===== config.mk =====
export PLATFORM = sky130hd
export DESIGN_NAME = prefetch_queue
export DESIGN_NICKNAME = d
export VERILOG_FILES = /design/src/rtl/prefetch_queue.sv
export SDC_FILE = /design/constraint.sdc
export NUM_CORES = 1
export LEC_CHECK = 0
export BUFFER_PORTS_ARGS = -buffer_cell sky130_fd_sc_hd__buf_2
export CORE_MARGIN = 1.5
export CORE_UTILIZATION = 57
export CTS_CLUSTER_DIAMETER = 30
export DETAILED_ROUTE_END_ITERATION = 8
export PLACE_DENSITY = 0.82
export RECOVER_POWER = 100
export SLEW_MARGIN = 5
export SYNTH_ARGS = -nofsm -noshare
export SYNTH_HDL_FRONTEND = slang
export SYNTH_SLANG_ARGS = --single-unit

===== constraint.sdc =====
create_clock -name clk -period 5.1 [get_ports clk]
set_input_delay 0.255 -clock clk [delete_from_list [all_inputs] [get_ports clk]]
set_output_delay 0.255 -clock clk [all_outputs]
set_load 0.01 [all_outputs]

===== src/rtl/prefetch_queue.sv =====
// Instruction-byte prefetch queue. Fetches 16-bit words from PS:PC over a
// req/ack bus port and presents a head-aligned byte window to the
// pre-decoder, which retires a variable number of bytes per cycle.
module prefetch_queue #(
   parameter int DEPTH = 6
) (
   input  logic               clk,
   input  logic               reset_n,
   input  logic               fetch_en,
   input  logic               flush,
   input  logic [15:0]        flush_ps,
   input  logic [15:0]        flush_pc,
   output logic               fetch_req,
   output logic [19:0]        fetch_addr,
   input  logic               fetch_ack,
   input  logic [15:0]        fetch_data,
   output logic [8*DEPTH-1:0] q_bytes,
   output logic [3:0]         q_count,
   output logic [15:0]        q_pc,
   input  logic [3:0]         consume
);

   localparam logic [3:0] DEPTH_L = 4'(DEPTH);

   typedef enum logic [1:0] {
      IDLE    = 2'd0,
      WAIT    = 2'd1,
      DISCARD = 2'd2
   } state_t;

   state_t             state;
   state_t             state_next;
   logic               req_next;
   logic [15:0]        fetch_ps;
   logic [15:0]        fetch_pc;
   logic [3:0]         consume_eff;
   logic [3:0]         kept;
   logic [3:0]         need;
   logic [3:0]         count_next;
   logic               take;
   logic               issue;
   logic [15:0]        word;
   logic [8*DEPTH-1:0] bytes_next;

   // Datapath: retire consumed bytes, append fetched bytes, decide on a new fetch.
   // NOTE: every signal written in always_comb gets a value on every path, otherwise a latch is inferred.
   always_comb begin
      // An over-consume is clamped so the queue empties rather than wrapping.
      consume_eff = (consume > q_count) ? q_count : consume;
      kept        = q_count - consume_eff;
      // An odd PC returns only the high byte of the word.
      need        = fetch_pc[0] ? 4'd1 : 4'd2;
      word        = fetch_pc[0] ? {8'h00, fetch_data[15:8]} : fetch_data;
      take        = (state == WAIT) && fetch_ack && !flush;
      count_next  = kept + (take ? need : 4'd0);
      // Space is judged after this cycle's retirement, so issuing resumes right after a consume.
      issue       = (state == IDLE) && fetch_en && !flush && ((DEPTH_L - kept) >= need);
      // Bytes above q_count are always zero, so the right shift leaves a clean tail for the append.
      bytes_next  = q_bytes >> {consume_eff, 3'b000};
      if (take) begin
         bytes_next = bytes_next | ({{(8*DEPTH-16){1'b0}}, word} << {kept, 3'b000});
      end
   end

   // FSM state register.
   // NOTE: sequential state uses non-blocking assignments so every flop samples pre-edge values.
   always_ff @(posedge clk or negedge reset_n) begin
      if (!reset_n) begin
         state     <= IDLE;
         fetch_req <= 1'b0;
      end else begin
         state     <= state_next;
         fetch_req <= req_next;
      end
   end

   // FSM next state: a flush never aborts a bus cycle, it only marks the data for discard.
   always_comb begin
      state_next = state;
      case (state)
         IDLE: begin
            if (issue) state_next = WAIT;
         end
         WAIT: begin
            if (fetch_ack)  state_next = IDLE;
            else if (flush) state_next = DISCARD;
         end
         DISCARD: begin
            if (fetch_ack) state_next = IDLE;
         end
         default: state_next = IDLE;
      endcase
   end

   // FSM outputs: the request is held for as long as a bus cycle is open.
   always_comb begin
      req_next = (state_next != IDLE);
   end

   // Queue window, head PC, fetch pointer and registered bus address.
   // NOTE: the byte window is reset along with the rest because unused bytes must read as zero.
   always_ff @(posedge clk or negedge reset_n) begin
      if (!reset_n) begin
         q_bytes    <= '0;
         q_count    <= 4'd0;
         q_pc       <= 16'h0000;
         fetch_ps   <= 16'h0000;
         fetch_pc   <= 16'h0000;
         fetch_addr <= 20'h00000;
      end else begin
         if (flush) begin
            q_bytes  <= '0;
            q_count  <= 4'd0;
            q_pc     <= flush_pc;
            fetch_ps <= flush_ps;
            fetch_pc <= flush_pc;
         end else begin
            q_bytes <= bytes_next;
            q_count <= count_next;
            q_pc    <= q_pc + {12'h000, consume_eff};
            // PC wraps within the segment; PS never changes here.
            if (take) fetch_pc <= fetch_pc + {12'h000, need};
         end
         if (issue) fetch_addr <= {fetch_ps, 4'h0} + {4'h0, fetch_pc};
      end
   end

   // Retiring more bytes than are present is a pre-decoder bug.
   a_no_underflow : assert property (@(posedge clk) disable iff (!reset_n)
      !flush |-> (consume <= q_count))
      else $error("prefetch_queue: consume exceeds q_count");

endmodule


==> results of run 1 <==
-- stage by stage --
stage          cells  hold WS [ns]  instance area [µm²]
2_1_floorplan    763      -0.04059                 7790
4_1_cts         1094       0.04403                 9314
6_report        1094       0.04956                 9174
5_1_grt         1094       0.06442                 9174
3_3_place_gp    1062        0.4245                 8718
3_5_place_dp    1062        0.4191                 8718
-- cell families after synthesis --
group	synth area share
AND/OR/NAND/NOR	0.1299
XOR/XNOR	0.05059
multiplexers	0.1712
AO/OA/AOI/OAI	0.1593
adder cells (fa/ha/maj)	0.05461
flip-flops	0.3951
buffers and inverters	0.03919
-- report_power, final --
| group | internal, µW | switching (µW) | leakage [µW] | total (µW) |
|---|---|---|---|---|
| Clock | 787 | 437 | 0.000287 | 1220 |
| Sequential | 1180 | 190 | 0.00156 | 1370 |
| Combinational | 1000 | 1530 | 0.00225 | 2530 |
| Total | 2960 | 2150 | 0.00409 | 5120 |
-- area by class of cell --
cell class / instances / area, µm² / area share
inverter: 36 / 135.1 / 0.01473
sequential: 123 / 3078 / 0.3355
tap: 176 / 220.2 / 0.02400
clock buffer: 23 / 467.9 / 0.05101
multi-input combinational: 567 / 4439 / 0.4839
timing repair buffer: 161 / 715.7 / 0.07801
clock inverter: 8 / 117.6 / 0.01282
-- critical path: cells and delay by family (launching register included) --
kind	cells	cell delay, ns
simple gates	5	1.73
mux	2	0.85
compound gates	3	0.76
fa+ha+maj	2	0.71
flops	1	0.43
buf+inv	1	0.12
xor+xnor	1	0.09
-- cells in the mapped netlist (5+ instances only) --
master     count
dfrtp_1      123
mux2_2        69
mux2i_1       53
nor2_1        52
nand2_1       48
inv_1         36
ha_1          30
a221o_1       25
xnor2_1       25
a21oi_1       24
xor2_1        20
clkbuf_1      19
o21ai_0       19
nor2b_1       18
a22oi_1       17
nor3_1        16
nand3_1       12
and2_1         9
a2bb2oi_1      8
a31oi_1        8
a32oi_1        8
nand2b_1       8
nand4_1        8
o22ai_1        8
o32ai_1        8
buf_2          7
a21o_1         6
buf_1          6
o21a_1         6
and3_1         5
-- flip-flops by register name, summed over array words and instances (netlist names) --
register / cells
q_bytes: 48
q_count: 4
fetch_req: 1
state: 2
fetch_addr: 20
q_pc: 16
fetch_pc: 16
fetch_ps: 16
-- what timing repair did --
| item | CTS | global route |
|---|---|---|
| gates resized for setup | 0 | 0 |
| hold endpoints to repair | 63 | 0 |
| hold buffers | 1 | 0 |
-- worst max path at each step --
stage	startpoint	end	slack (ns)	cells after the start
floorplan	q_count[1]$_DFF_PN0_	fetch_addr[10]$_DFFE_PN0P_	0.58	20
global placement	q_count[1]$_DFF_PN0_	fetch_addr[8]$_DFFE_PN0P_	0.54	18
detailed placement	q_count[1]$_DFF_PN0_	fetch_addr[19]$_DFFE_PN0P_	0.41	15
CTS	q_count[1]$_DFF_PN0_	fetch_addr[0]$_DFFE_PN0P_	0.36	15
global route	q_count[1]$_DFF_PN0_	q_bytes[35]$_DFF_PN0_	0.05	14
finish	q_count[1]$_DFF_PN0_	q_bytes[30]$_DFF_PN0_	0.29	14
-- routing by layer --
layer  part of all wire  GRT usage  wire length (µm)  vias up
met5                  0          0                 0        -
li1                   -          -                 -     3109
met1               0.41     0.3815              8708     3202
met4              0.029     0.1265               613        0
met3              0.070    0.05941              1481       55
met2               0.49     0.5064             10490      311
==> impl.org, run 1 <==
** Run status
- Run status :: finished with violations
- The checks that failed: capacitance limit, slew limit.

** STA
- The total count of max-transition violations in the final report was 160.
- Setup skew after layout :: 0.007860 ns
- Setup TNS after final layout :: 0 ns
- Shortest period the worst path allows :: 4.807 ns
- Worst path setup slack after routing :: 0.2932 ns
- Slew HR :: -1.464
- RSZ-0062 raised after global routing :: false
- Timing-limited maximum frequency :: 208.0 MHz
- Final setup violating endpoints :: 0
- In the finished design, the share of the clock period the worst path needs comes to 0.9425.
- The final hold violation count was 0.
- At the pin with the least slew margin, the transition time is 3.696 ns.

** Synth
- Fraction of the yosys area taken by sequential cells :: 0.3951
- Netlist area before placement :: 7790 µm²
- In the synthesized netlist the async set-or-reset flop fraction comes to 1.000.
- In this run, distinct cell masters in the synthesized netlist total 68.
- Of the post-synthesis cell area, the dominant cell type holds 0.3951.
- Post-synthesis area per instance :: 10.21 µm²
- Yosys attributes the largest share of cell area to dfrtp_1, mux2_2, mux2i_1, ha_1, a221o_1.
- Synthesized Nets :: 852
- Synthesis produced 763 cells.
- Number of storage elements in the synthesis netlist :: 123
- Primary flip-flop cell chosen by synthesis mapping :: dfrtp_1
- Yosys warning total :: 0
- The biggest area contributor in the post-synthesis netlist is dfrtp_1.
- The synthesized design contains 0 enable-type register cells.

** Clocking
- Clock transition at path regs :: 0.06 ns
- Number of buffers created by CTS :: 17
- At the later pin of the worst-skew pair, clock insertion delay measures 0.42 ns.
- CTS built an H-tree with a depth of 4.
- Number of clock sinks seen by CTS :: 123
- Clk Tree Root Cell :: clkbuf_16
- Largest buffer count on any clock path :: 2
- Setup Buffers After CTS :: 0
- TritonCTS clock tree :: yes

** Critical path
- In this design, the stage delay of the slowest critical-path cell is 0.53 ns.
- Nature of the critical path startpoint :: flip-flop
- Cell occurring most often along the worst timing path :: ha_1
- Critical path data required time :: 5.43 ns
- The worst register-to-register path has a depth of 14.
- Internal reg-to-reg setup slack :: 0.29 ns
- Along the worst path, the maximum fanout reaches 16.
- The setup path with the least slack is of type reg -> reg.
- The worst register-to-register path ends at q_bytes[30]$_DFF_PN0_.
- Critical Path Slowest Stage Cell :: nor2_2
- In this run the critical register-to-register path is launched from q_count[1]$_DFF_PN0_.
- Walking the worst path, the cells encountered are inv_1 > ha_1 > and4_1 > a21o_1 > nor2_2 > mux2i_1 > ha_1 > nor3b_1 > a311oi_2 > xnor2_1 > mux2_4 > or3_1 > or2_0 > o22ai_1.
- Crit path DAT :: 5.14 ns
- Type of element capturing the critical path :: flip-flop

** Finish
- Relative to the synthesized area, the layout overhead comes to 17.76%.
- Count of fill cells added during filler insertion :: 1077
- Most common library cell in the layout ignoring fill and taps :: dfrtp_1
- In the final layout, the share of cells above drive strength 1 is 0.1906.
- At the end of the flow the core is filled with cells to 0.6900.
- In the final design database the tool counted 995 nets.
- Antenna Cells :: 0
- Top library cells by usage in the layout, fill and taps aside :: dfrtp_1, clkbuf_1, mux2_2

** Place
- Setup slack after placement :: 0.4121 ns
- Gpl congestion :: 0.8470
- Detailed placement ended at an HPWL of 14520 µm.
- Port bufs :: 145

** Die
- The initial utilization of the core area, before any placement, comes to 0.5859.
- The region available for standard cell placement spans 13300 µm².
- Die boundary height :: 119.9 µm
- Row generation in the floorplan step produced 42 rows.
- From left edge to right edge, the die measures 119.9 µm.
- For this design the top-level I/O count stands at 146.
- Die footprint :: 14380 µm²

** Drt
- The routed layout has 6677 vias.
- Before antenna repair, the detailed router went through 5 iterations.
- Per-cell via count in the routed design :: 6.103
- Remaining design rule violation count :: 0
- In this run the remaining antenna-violating nets after routing total 0.
- Initial detailed-routing violation count :: 614
- Wires add up to 21290 µm.
- Wirelength per Cell :: 19.46 µm

** Global routing
- Total global routing track utilization :: 0.3019
- Global routing finished with a remaining overflow of 0.
- Entering global routing, the biggest net connects 70 pins.
- The first global-routing pass estimated 33640 µm of wire.
- The via count of the first global-routing pass came to 6579.
- The number of antenna violations at the first check in global routing came to 0.

** Min path
- The worst hold path passes through 2 cells.
- The path class of the tightest hold or removal check is in -> reg.
- The worst hold path terminates at state[1]$_DFF_PN0_.
- Worst hold path startpoint :: fetch_ack

** Pwr
- Power spread over the standard cell area amounts to 558.0 nW/µm².
- Total Power Consumption :: 5119 µW
- The worst-case IR drop observed on VDD is 0.0004069 V.
- Reported leakage power :: 0.004095 µW

** Flow run
- Max-cap violations in this run came to 3.
No activity file was read; power rests on OpenSTA's default activity.
==> run 2, diff against run 1 <==
--- a/config.mk
+++ b/config.mk
@@ -7,10 +7,10 @@
 export LEC_CHECK = 0
 export BUFFER_PORTS_ARGS = -buffer_cell sky130_fd_sc_hd__buf_2
 export CORE_MARGIN = 1.5
-export CORE_UTILIZATION = 57
+export CORE_UTILIZATION = 50
 export CTS_CLUSTER_DIAMETER = 30
 export DETAILED_ROUTE_END_ITERATION = 8
-export PLACE_DENSITY = 0.82
+export PLACE_DENSITY = 0.73
 export RECOVER_POWER = 100
 export SLEW_MARGIN = 5
 export SYNTH_ARGS = -nofsm -noshare
==> run 2 against run 1 <==
Net effect: the run still ends with capacitance limit, slew limit left; via count fell by 0.39%; clock power barely moved; first-iteration DRC count fell by 23%; non-clock buffer count fell by 1; total power fell by 1.1%; clock skew barely moved; critical path depth did not move; fmax rose by 1.2%; final area rose by 0.11%; critical path type unchanged; largest cell class unchanged.
==> impl.org, run 2 (synthesized netlist as in run 1, its figures left out) <==
** Global routing
- Wire length of the first global-routing pass :: 33290 µm (-1.0%)
- Vias in the first global route :: 6450 (-2.0%)
- The maximum number of pins on one net before global-route repair was 79 (+13%).
- Total global routing track utilization :: 0.2619 (-0.04005)
- The number of antenna violations at the first check in global routing is 2 (+2).
- Total global routing overflow :: 0 (unchanged)

** STA
- The share of the clock period used by the worst path was 0.9312 (-0.01129).
- Setup repair after global routing left no endpoint under its margin.
- The pin slew with the least headroom to its limit was 3.786 ns (+0.09021 ns).
- The final count of negative-setup-slack endpoints was 0 (unchanged).
- Final hold violation count :: 0 (unchanged)
- Shortest period the worst path allows :: 4.749 ns (-0.05760 ns)
- Slew HR :: -1.524 (-0.06015)
- Timing-limited maximum frequency :: 210.6 MHz (+1.2%)
- Setup skew after layout :: 0.007872 ns (+0.00001138 ns)
- Final slew viol count :: 146 (-8.8%)
- Worst hold-check slack :: 0.03442 ns (-0.01514 ns)
- Setup TNS after final layout :: 0 ns (unchanged)

** Critical path
- Stage delay of the slowest cell on the critical path :: 0.52 ns (about the same)
- Crit path DAT :: 5.08 ns (-0.06 ns)
- Critical path data required time :: 5.43 ns (about the same)
- The maximum fanout along the worst path came to 16 (unchanged).
- Counting stages on the worst path, the most repeated cell is ha_1.
- The worst setup path is launched from a flip-flop.
- Kind of critical path :: reg -> reg
- The internal reg-to-reg setup slack is 0.35 ns (+0.06 ns).
- Cell Chain, Critical Path :: inv_1 > ha_1 > and4_1 > a21o_1 > nor2_2 > mux2i_1 > ha_1 > nor3b_1 > a311oi_2 > xnor2_1 > mux2_4 > or3_1 > or2_0 > o22ai_1
- The largest individual stage delay along the critical path comes from the cell nor2_2.
- Type of element capturing the critical path :: flip-flop

** Pwr
- P_int :: 2928 µW (-1.2%)
- Clk pwr share :: 0.236 (-0.003)
- Portion of total power attributed to sequential cells :: 0.271 (+0.004)
- Net switching share of the total power :: 0.4213 (+0.0004282)
- Total net switching power :: 2132 µW (-1.0%)
- Pwr dens :: 551.0 nW/µm² (-1.2%)
- The peak supply drop is 0.0002667 V (-34%).
- Comb pwr share :: 0.493 (about the same)
- The leakage dissipation was 0.004101 µW (+0.14%).

** Drt
- The final antenna-violating net count came to 0 (unchanged).
- The DRC marker count from the first detailed-route iteration is 471 (-23%).
- The average via count per standard cell came to 6.014 (-1.5%).
- Number of vias after detailed routing :: 6651 (-0.39%)
- Remaining design rule violation count :: 0 (unchanged)
- The post-detailed-route wirelength per cell was 19.02 µm (-2.3%).
- First-pass detailed-route iteration total :: 6 (+1)
- Aggregate routed wire length :: 21040 µm (-1.2%)

** Finish
- The library cell used most frequently in the layout, excluding fill and tap cells, is dfrtp_1.
- Register containing the most flip-flops in the final layout :: q_bytes
- Non-filler instance count after layout :: 1106 (+1.1%)
- Count of nets after finishing :: 994 (-0.10%)
- Share of cells above drive strength 1 :: 0.1930 (+0.002389)
- Registers with the highest flip-flop counts :: q_bytes x48, fetch_addr x20
- In the layout the commonest cells are dfrtp_1, clkbuf_1, mux2_2.
- The number of flip-flops under the largest register name is 48 (unchanged).
- Area delta synth->final :: 17.89%

** Clocking
- Total number of H-tree levels :: 4 (unchanged)
- The clock slew at the register clock pins of the worst setup and hold paths came to 0.06 ns (about the same).
- The number of cells upsized or downsized after cts came to 0 (unchanged).
- Largest buffer count on any clock path :: 2 (unchanged)
- Clock latency on the worst-skew pair :: 0.42 ns (about the same)
- Setup Buffers After CTS :: 0 (unchanged)
- TritonCTS clock tree :: yes
- Number of buffers created by CTS :: 17 (unchanged)
- The tree is rooted in a clkbuf_16.
- Number of clock sinks seen by CTS :: 123 (unchanged)
- Hold buffer count at CTS :: 1 (unchanged)

** Run status
- The flow ran to the end, but the final reports show violations.
- The checks that failed: capacitance limit, slew limit.

** Die
- Std cell rows :: 45 (+7.1%)
- Die width :: 127.8 µm (+6.6%)
- Die footprint :: 16340 µm² (+14%)
- The placeable core region was 15200 µm² (+14%).
- Initial Utilization :: 0.5124 (-0.07349)
- Die boundary height :: 127.8 µm (+6.6%)
- Number of top-level pins :: 146 (unchanged)

** Place
- The estimated wirelength of the detail-placed design was 14570 µm (+0.36%).
- The count of input and output buffers came to 145 (unchanged).
- The final RePlAce weighted congestion was 0.8855 (+4.5%).
- The number of placed cells counting well taps was 1073 (+1.0%).

** Min path
- The worst hold path belongs to the class in -> reg.

** Flow run
- Total of max-cap violations :: 2 (-1)
run 2: worst max-delay path, delay by kind of cell, from the launching register on:
family	cells	cell delay, ns
adders and majority gates	2	0.69
AOI/OAI and AO/OA	3	0.75
muxes	2	0.82
and+or+nand+nor	5	1.73
DFF	1	0.45
xor gates and xnor gates	1	0.10
buffers and inverters	1	0.11
run 2: layout make-up:
cell class,count,area [µm²]
antenna,1,2.502
clock inverter,7,88.84
clock buffer,24,491.7
sequential,123,3078
fill,1377,6018
multi-input combinational,567,4439
timing repair buffer,160,713.2
tap,188,235.2
inverter,36,135.1
run 2: path summary, 6_finish.rpt:
check	from	to	cells after the start
max	q_count[1]$_DFF_PN0_	q_bytes[28]$_DFF_PN0_	14
min	fetch_ack	state[1]$_DFF_PN0_	2
max reg2reg	q_count[1]$_DFF_PN0_	q_bytes[28]$_DFF_PN0_	14
min reg2reg	fetch_addr[0]$_DFFE_PN0P_	fetch_addr[0]$_DFFE_PN0P_	1
max in group asynchronous	reset_n	fetch_addr[9]$_DFFE_PN0P_	3
min in group asynchronous	reset_n	q_bytes[3]$_DFF_PN0_	2
run 2: power by group through the flow:
stage          sequential (µW)  combinational, µW  clock, µW
2_1_floorplan             1400               1740          0
3_3_place_gp              1370               2490          0
3_5_place_dp              1380               2520          0
4_1_cts                   1360               2540       1200
5_1_grt                   1390               2720       1250
6_report                  1370               2500       1190
run 2: stage by stage:
step | util | total power, µW | cell area, µm² | worst slack (ns)
global route | 0.6040 | 5373 | 9181 | 0.04934
floorplan | - | 3140 | 7790 | 0.5808
detailed placement | 0.5740 | 3900 | 8726 | 0.3854
global placement | 0.5740 | 3860 | 8726 | 0.5385
finish | 0.6041 | 5060 | 9184 | 0.3508
CTS | 0.6128 | 5100 | 9316 | 0.3727
run 2: routing by layer:
metal  wire [µm]  vias to the layer above  GRT usage
met3        1340                       59    0.05092
li1            -                     3101          -
met2       10030                      276     0.4254
met4         635                        2     0.1190
met5           9                        -          0
met1        9020                     3213     0.3399
